$ cat src/rtl/inst_loader.sv
// Byte-serial program loader: assembles little-endian words from a byte
// stream and strobes them into instruction memory while holding the CPU.
module inst_loader #(
   parameter int MEM_WORDS = 16,
   parameter int CNT_W     = 5
) (
   input  logic             clk,
   input  logic             rst,
   input  logic             start,
   input  logic [CNT_W-1:0] num_words,
   input  logic             byte_valid,
   input  logic [7:0]       byte_data,
   output logic             byte_ready,
   output logic             write_enable,
   output logic [31:0]      tb_addr,
   output logic [31:0]      tb_inst,
   output logic             cpu_hold,
   output logic             done,
   output logic             error
);

   typedef enum logic [1:0] {
      IDLE,
      RECV,
      WRITE,
      DONE
   } state_t;

   localparam logic [CNT_W-1:0] MAX_N = CNT_W'(MEM_WORDS);

   state_t           state_q, state_d;
   logic [CNT_W-1:0] num_q, num_d;
   logic [CNT_W-1:0] idx_q, idx_d;
   logic [1:0]       bcnt_q, bcnt_d;
   logic [23:0]      asm_q, asm_d;
   logic [31:0]      addr_q, addr_d;
   logic [31:0]      inst_q, inst_d;
   logic             err_q, err_d;

   always_ff @(posedge clk) begin
      if (rst) begin
         state_q <= IDLE;
         num_q   <= '0;
         idx_q   <= '0;
         bcnt_q  <= '0;
         asm_q   <= '0;
         addr_q  <= '0;
         inst_q  <= '0;
         err_q   <= 1'b0;
      end else begin
         state_q <= state_d;
         num_q   <= num_d;
         idx_q   <= idx_d;
         bcnt_q  <= bcnt_d;
         asm_q   <= asm_d;
         addr_q  <= addr_d;
         inst_q  <= inst_d;
         err_q   <= err_d;
      end
   end

   always_comb begin
      state_d      = state_q;
      num_d        = num_q;
      idx_d        = idx_q;
      bcnt_d       = bcnt_q;
      asm_d        = asm_q;
      addr_d       = addr_q;
      inst_d       = inst_q;
      err_d        = err_q;
      byte_ready   = 1'b0;
      write_enable = 1'b0;
      cpu_hold     = 1'b0;

      unique case (state_q)
         IDLE, DONE: begin
            if (start) begin
               if (num_words == '0) begin
                  state_d = DONE;
                  err_d   = 1'b0;
               end else if (num_words > MAX_N) begin
                  state_d = DONE;
                  err_d   = 1'b1;
               end else begin
                  state_d = RECV;
                  num_d   = num_words;
                  idx_d   = '0;
                  bcnt_d  = '0;
                  err_d   = 1'b0;
               end
            end
         end
         RECV: begin
            byte_ready = 1'b1;
            cpu_hold   = 1'b1;
            if (byte_valid) begin
               bcnt_d = bcnt_q + 2'd1;
               // Last byte goes straight into the output word with the
               // three buffered ones so tb_inst only changes on WRITE entry.
               if (bcnt_q == 2'd3) begin
                  inst_d  = {byte_data, asm_q};
                  addr_d  = {{(30-CNT_W){1'b0}}, idx_q, 2'b00};
                  state_d = WRITE;
               end else begin
                  asm_d[8*bcnt_q +: 8] = byte_data;
               end
            end
         end
         WRITE: begin
            write_enable = 1'b1;
            cpu_hold     = 1'b1;
            idx_d        = idx_q + CNT_W'(1);
            bcnt_d       = '0;
            if (idx_q + CNT_W'(1) == num_q) begin
               state_d = DONE;
            end else begin
               state_d = RECV;
            end
         end
         default: state_d = IDLE;
      endcase
   end

   assign tb_addr = addr_q;
   assign tb_inst = inst_q;
   assign done    = (state_q == DONE) && !err_q;
   assign error   = err_q;

endmodule
$ cat config.mk
export PLATFORM = sky130hd
export DESIGN_NAME = inst_loader
export DESIGN_NICKNAME = d
export VERILOG_FILES = /design/src/rtl/inst_loader.sv
export SDC_FILE = /design/constraint.sdc
export NUM_CORES = 1
export LEC_CHECK = 0
export ABC_AREA = 1
export ABC_CLOCK_PERIOD_IN_PS = 2600
export CORE_MARGIN = 2
export CORE_UTILIZATION = 40
export DETAILED_ROUTE_END_ITERATION = 10
export PLACE_DENSITY = 0.66
export SYNTH_ARGS = -nofsm -noshare
export SYNTH_HDL_FRONTEND = slang
export SYNTH_SLANG_ARGS = --single-unit
$ cat constraint.sdc
create_clock -name clk -period 2.6 [get_ports clk]
set_clock_uncertainty 0.2 [all_clocks]
set_input_delay 0.52 -clock clk [delete_from_list [all_inputs] [get_ports clk]]
set_output_delay 0.52 -clock clk [all_outputs]
set_load 0.01 [all_outputs]
=== Word level (Yosys, flattened, before mapping) ===
Index checks and enable logic that the tools add are counted.
Widths: inputs -> output; s select.

* Add/subtract/negate cells: 3
* Magnitude comparators: 1
* Eq/ne operators: 10
* Shift-type cells: 2
* Mux-type cells: 22
* Bitwise logic cells: 3
* Reduce and logical (&&, ||, !) cells: 14

{| class="wikitable"
|+ Operators by type and width
! operator !! count
|-
| $neg 5->34 || 1
|-
| $shift 8x34->24 const A || 1
|-
| $shiftx 8x34->24 || 1
|-
| $bwmux 24 || 1
|-
| $mux 2 || 10
|-
| $mux 5 || 3
|-
| $pmux 2 s3 || 2
|-
| $reduce_and 4->1 || 3
|-
| $ne 2x2->1 const B || 5
|-
| $pmux 5 s2 || 1
|-
| $reduce_and 3->1 || 3
|-
| $eq 2x2->1 const B || 3
|-
| $add 5x1->5 const B || 1
|-
| $eq 5x5->1 || 1
|-
| $gt 5x5->1 const B || 1
|-
| $logic_not 5->1 || 1
|-
| $mux 1 || 5
|-
| $reduce_or 2->1 || 2
|-
| $not 1->1 || 3
|-
| $add 2x1->2 const B || 1
|-
| $eq 2x1->1 const B || 1
|-
| $logic_not 2->1 || 1
|-
| $reduce_and 2->1 || 1
|-
| $reduce_bool 2->1 || 1
|-
| other kinds (2) || 2
|}

* Register bits: 76
* Input bits: 17
* Output and inout port bits: 69
* Word-level logic and storage cells: 63

=== Depth between registers and ports, before layout ===
Gate-level depths: netlist (run 1).

* Depth after elaboration: 5
* Depth in mapped cells: 11
* Gate-level depth less buffers: 11

=== Worst setup path after synthesis (run 1) ===
No wires, ideal clock.

* Kind: input to register
* From: in num_words[3]
* To: reg idx_q[2]
* Setup time: 0.070 ns
* Data arrival time: 1.787 ns
* Data required time: 2.330 ns
* Slack: 0.543 ns
* Stages on the path: 8
* Path buffers: 0
* Cell sequence: nor4_1 -> inv_1 -> ha_1 -> nand2_1 -> o211ai_1 -> nor2_1 -> nand3_1 -> a21oi_1

* Cells in the longest elaborated chain, start to end: 3
* Elaborated cells between the ends (all ways): 5
* Classes of those cells: order compare: 1; eq/ne: 2; reduce/logical: 2

{| class="wikitable"
|+ RTL lines
! element !! RTL line !! source
|-
| from (decl) || 10 || <nowiki>input logic [CNT_W-1:0] num_words,</nowiki>
|-
| $gt 5x5->1 / $logic_not 5->1 (equally long branches) || 81, 78 ||
|-
| $ne 2x2->1 (no line) || - ||
|-
| $reduce_and 4->1 (no line) * || - ||
|-
| to (signal assigned) || 53 || <nowiki>idx_q <= idx_d;</nowiki>
|-
| to (decl) || 33 || <nowiki>logic [CNT_W-1:0] idx_q, idx_d;</nowiki>
|}

Every way passes the cells marked *; elsewhere a longest branch is shown, timed or not.
A chain may end at the register's enable or synchronous reset.

=== Worst setup path after layout (run 1) ===
* From: reg state_q[0]
* To: out cpu_hold

* Cells in the longest elaborated chain, start to end: 3
* Elaborated cells between the ends (all ways): 4
* Classes of those cells: eq/ne: 2; mux: 1; reduce/logical: 1

{| class="wikitable"
|+ RTL lines
! element !! RTL line !! source
|-
| from (decl) || 31 || <nowiki>state_t state_q, state_d;</nowiki>
|-
| from (signal assigned) || 51 || <nowiki>state_q <= state_d;</nowiki>
|-
| $eq 2x2->1 / $eq 2x1->1 (equally long branches) || 75 || <nowiki>unique case (state_q)</nowiki>
|-
| $reduce_or 2->1 (no line) * || - ||
|-
| $mux 1 * || 75 ||
|-
| to (decl) || 17 || <nowiki>output logic cpu_hold,</nowiki>
|}

Marks and branches as above.

==> results.toml, run 1 <==
[floorplan]
die_y_microns = 96.4
rows = 33
core-area_sq_um = 8260
io_pins = 86
initial_core_util_pct = 41.3
dieArea_sq_um = 9290
die_x_microns = 96.4

[power_and_ir_drop]
p_int_w = 0.00197
peakVddDrop_mv = 0.547
power_leakage_nw = 1.53
swShare_pct = 35.4
power_switching_w = 0.00108
power_frac_seq_pct = 42.8
p_comb_share_pct = 31.2
p_clk_share_pct = 26.0
powerDensity_nw_per_um2 = 734
p_total_w = 0.00305

[sta]
whs_ns = 0.244
fin_crit_ns = 2.47
finalSetupViolations = 0
setup_ws_ns = 0.125
rsz0062_at_grt = "no"
timing.fmax_mhz = 404
maxSlewViolCount = 0
tns_ns = 0
hold_viol = 0
period_share_pct = 95.2

[layout]
syn2layout_area_growth_pct = 22.0
num-nets-final = 529
multi_input_area_sq_um = 1460
drive_gt1_share_pct = 5.36
diodes = 0
n_fill_cell = 837
ff_latch_area_sq_um = 1520
finalInstanceArea_sq_um = 4160

[worst_setup_path]
critPathCaptureType = "primary output"
crit_fanout = 7
required_ns = 1.88
crit_path_start_kind = "flop"
worstPathArrival_ns = 1.75
reg2reg_slack_ns = 0.54
worst-setup-path-type = "flop to primary output"

[clocking]
cts_tree = "yes"
cts.htree.levels = 3
clkTransAtPathRegs_ns = 0.08
worstSkewPairLatency_ns = 0.35
clockBufferDepth = 2
holdBufCountCts = 0
cts_root_buffer = "clkbuf_8"
cts_made_buffers = 9
clock-sinks = 76

[drt]
final_antenna_net_count = 0
dr.pass1.iters = 4
routed_wl_microns = 7100
vias = 2875
via_per_inst = 4.72
remaining_drc_errors = 0
avgRoutedWirePerCell_microns = 11.7
drtIter0Drc = 154

[synth]
syn_avg_cell_area_sq_um = 7.67
synth_edf_count = 0
synth_top_area_cell = "dfxtp_1"
synth_cell_types = 23
synth.cell_area_sq_um = 3410
synth_flop_cell = "dfxtp_1"
async_flop_share_pct = 0
yosys_warnings = 0
netlist_instances = 445
yosysTopAreaCellShare_pct = 44.6
synthTopCellsByCount = "a21oi_1, dfxtp_1, inv_1, nand2_1, o21ai_0"
yosysMostFrequentCell = "a21oi_1"
yosysSeqAreaShare_pct = 44.6
synth-seq-cells = 76
synth_area_leaders = "dfxtp_1, a21oi_1, inv_1, nand2_1, o21ai_0"

[global_routing]
grt_pass1_vias = 2584
gr-total-overflow = 0
grt_use_total_pct = 16.2
grt_antenna_before_repair = 0
grt_first_pass_wirelength_microns = 11600
grt_max_degree = 75

[flow_run]
drv_cap = 0

[worst_hold_path]
worstHoldPathType = "flop to flop"

[placement]
place.gp.congestion = 0.792
placed_cell_area_sq_um = 3990
dp_hpwl_microns = 5080
port_buffers = 58
dpl_worst_slack_ns = -0.110

[run_status]
status = "completed"
[sequential cells by signal (all words and copies together), names as in the netlist]
name / cells
asm_q: 24
tb_addr: 5
error: 1
bcnt_q: 2
idx_q: 5
tb_inst: 32
num_q: 5
state_q: 2
[cells by family after synthesis]
| logic type | Yosys count | share of synthesized area (%) |
|---|---|---|
| flops | 76 | 44.6 |
| buf+inv | 112 | 15.8 |
| fa+ha+maj | 13 | 4.77 |
| simple gates | 117 | 16.1 |
| other cells | 1 | 0.110 |
| compound gates | 126 | 18.7 |
[final cells by class]
cell class	count	area share, %
clock buffers	12	3.49
clock inverters	4	0.601
multi-input cells	283	35.0
flip-flops and latches	76	36.5
repair buffers	64	15.3
inverters	65	5.86
well taps	105	3.16
[through the flow]
stage / cells / utilization, %
detailed placement: 593 / 48.3
global placement: 593 / 48.3
finish: 609 / 50.4
CTS: 609 / 50.4
global route: 609 / 50.4
floorplan: 471 / -
[critical path, stage by stage (launching register included)]
cell	delay, ns
dfxtp_1	0.39
inv_1	0.09
ha_2	0.33
inv_1	0.08
clkdlybuf4s50_1	0.53
[timing repair]
item	CTS	global route
resized for setup	0	1
endpoints found under the setup margin	0	1
setup buffers	0	0
[cell usage in the layout, fill, tap and decap left out, drive strengths merged]
cell type	Yosys	routed
ha	13	13
clkinv	0	2
clkdlybuf4s50	0	58
clkinvlp	0	2
dfxtp	76	76
or3	16	16
nand3	11	11
conb	1	27
a21oi	77	77
a211oi	2	2
nor4	1	1
o21ai	46	46
buf	30	6
nand4	12	12
inv	65	65
nand2	67	67
clkbuf	17	12
or2	2	2
nor2	8	8
o211ai	1	1
[worst paths after layout]
check	start	end	depth (start not counted)
setup / recovery	state_q[0]	cpu_hold	4
hold / removal	tb_inst[18]	tb_inst[18]	2
setup reg to reg	state_q[0]	idx_q[0]	10
hold reg to reg	tb_inst[18]	tb_inst[18]	2
[metal layers]
metal / up-vias / track usage, % / routed length [microns] / share of wire, %
li1: 1504 / - / - / -
met1: 1288 / 19.7 / 3140 / 44
met2: 71 / 27.0 / 3410 / 48
met3: 12 / 4.27 / 420 / 5.9
met4: 0 / 6.92 / 131 / 1.8
met5: - / 0 / 0 / 0
[power by group through the flow]
stage	clock network [W]	registers, W	logic (W)
floorplan	0	0.00133	0.000673
global placement	0	0.00133	0.000921
CTS	0.000815	0.00131	0.000951
finish	0.000794	0.00131	0.000952
global route	0.000868	0.00132	0.00109
detailed placement	0	0.00133	0.000943
Power figures use the tool's default switching activity.
==> inputs of run 2 (changes only) <==
--- a/config.mk
+++ b/config.mk
@@ -10,7 +10,7 @@
 export CORE_MARGIN = 2
 export CORE_UTILIZATION = 40
 export DETAILED_ROUTE_END_ITERATION = 10
-export PLACE_DENSITY = 0.66
+export PLACE_DENSITY = 0.67
 export SYNTH_ARGS = -nofsm -noshare
 export SYNTH_HDL_FRONTEND = slang
 export SYNTH_SLANG_ARGS = --single-unit
==> results.toml, run 2 (same netlist as run 1, synthesis figures left out) <==
[worst_setup_path]
crit_path_start_kind = "flop"
crit_fanout = 7
critPathCaptureType = "primary output"
required_ns = 1.88
worst-setup-path-type = "flop to primary output"
worstPathArrival_ns = 1.75

[drt]
routed_wl_microns = 7020
avgRoutedWirePerCell_microns = 11.5
remaining_drc_errors = 0
dr.pass1.iters = 4
drtIter0Drc = 136
via_per_inst = 4.66
final_antenna_net_count = 0
vias = 2837

[layout]
ff_latch_area_sq_um = 1520
mostFrequentLayoutCells = "a21oi_1, dfxtp_1, inv_1, nand2_1, clkdlybuf4s50_1"
largest_register_ffs = 32
syn2layout_area_growth_pct = 22.5
multi_input_area_sq_um = 1460
n_fill_cell = 859
num-nets-final = 529
finish.utilization_pct = 50.7
final_common_cell = "a21oi_1"
drive_gt1_share_pct = 5.75
diodes = 0

[clocking]
cts_root_buffer = "clkbuf_8"
clockBufferDepth = 2
clkTransAtPathRegs_ns = 0.08
cts.htree.levels = 3
clock-sinks = 76
cts_made_buffers = 9
cts_setup_buffers = 0
worstSkewPairLatency_ns = 0.35
cts_tree = "yes"

[power_and_ir_drop]
peakVddDrop_mv = 0.558
power_switching_w = 0.00108
power_leakage_nw = 1.55
powerDensity_nw_per_um2 = 747
p_int_w = 0.00204
p_comb_share_pct = 30.3
swShare_pct = 34.6
p_clk_share_pct = 27.8
power_frac_seq_pct = 41.8

[sta]
fin_crit_ns = 2.47
maxSlewViolCount = 0
period_share_pct = 94.9
hold_viol = 0
rsz0062_at_grt = "no"
tns_ns = 0
finalSetupViolations = 0
timing.fmax_mhz = 405

[global_routing]
grt_antenna_before_repair = 0
grt_pass1_vias = 2529
gr-total-overflow = 0
grt_max_degree = 75
grt_first_pass_wirelength_microns = 11300
grt_use_total_pct = 15.9

[floorplan]
core-area_sq_um = 8260
io_pins = 86
die_y_microns = 96.4
initial_core_util_pct = 41.3
dieArea_sq_um = 9290
die_x_microns = 96.4
rows = 33

[run_status]
status = "completed"

[flow_run]
drv_cap = 0

[placement]
port_buffers = 58
dp_hpwl_microns = 5060
place.gp.congestion = 0.802

[worst_hold_path]
worstHoldPathType = "flop to flop"
[run 2: cell count changes in the layout (fill, tap and decap cells not counted)]
cell,previous run,this run
inv_6,0,1
clkbuf_1,2,0
bufinv_16,0,1
clkbuf_8,10,9
clkinvlp_4,2,1
clkinv_2,2,4
[run 2: critical path: stages (launching register included)]
cell and delay (ns):
dfxtp_1 0.38, inv_1 0.08, ha_2 0.33, inv_1 0.08, clkdlybuf4s50_1 0.53
[run 2: area by class of cell]
type                    count  share of cell area [%]
inverters                  65                    5.83
flip-flops and latches     76                    36.4
clock buffers               9                    2.96
well taps                 105                    3.14
repair buffers             64                    15.3
clock inverters             7                    1.59
multi-input cells         283                    34.8
[run 2: per-layer routing]
metal	up-vias	wire [microns]	global-route usage, %
met5	-	0	0
met4	0	105	6.69
met2	69	3270	26.0
met3	9	336	4.03
li1	1503	-	-
met1	1256	3300	19.9
[run 2: repair_timing]
action | 4_1_cts | 5_1_grt
hold buffers | 0 | 0
gates resized for setup | 0 | 1
endpoints found under the setup margin | 0 | 1
[run 2: metrics by stage]
stage | hold WS [ns] | total power [W] | cell area [sq um] | worst slack [ns] | std cells
3_3_place_gp | 0.231 | 0.00225 | 3990 | 0.0412 | 593
2_1_floorplan | 0.240 | 0.00200 | 3510 | 0.543 | 471
6_report | 0.245 | 0.00312 | 4180 | 0.133 | 609
4_1_cts | 0.249 | 0.00315 | 4180 | 0.0338 | 609
3_5_place_dp | 0.238 | 0.00227 | 3990 | -0.0208 | 593
5_1_grt | 0.265 | 0.00334 | 4180 | 0.0317 | 609
[run 2: final timing paths]
path	startpoint	to	slack [ns]	cells past startpoint
worst max-delay path	state_q[0]	cpu_hold	0.13	4
worst min-delay path	tb_inst[14]	tb_inst[14]	0.24	2
worst min register to register	tb_inst[14]	tb_inst[14]	0.24	2
worst max register to register	state_q[0]	idx_q[1]	0.57	10
[run 2: power groups by stage]
| stage | Sequential (W) | Combinational [W] | Clock (W) |
|---|---|---|---|
| 2_1_floorplan | 0.00133 | 0.000673 | 0 |
| 3_3_place_gp | 0.00133 | 0.000923 | 0 |
| 3_5_place_dp | 0.00133 | 0.000940 | 0 |
| 4_1_cts | 0.00131 | 0.000945 | 0.000897 |
| 5_1_grt | 0.00132 | 0.00108 | 0.000939 |
| 6_report | 0.00131 | 0.000947 | 0.000869 |
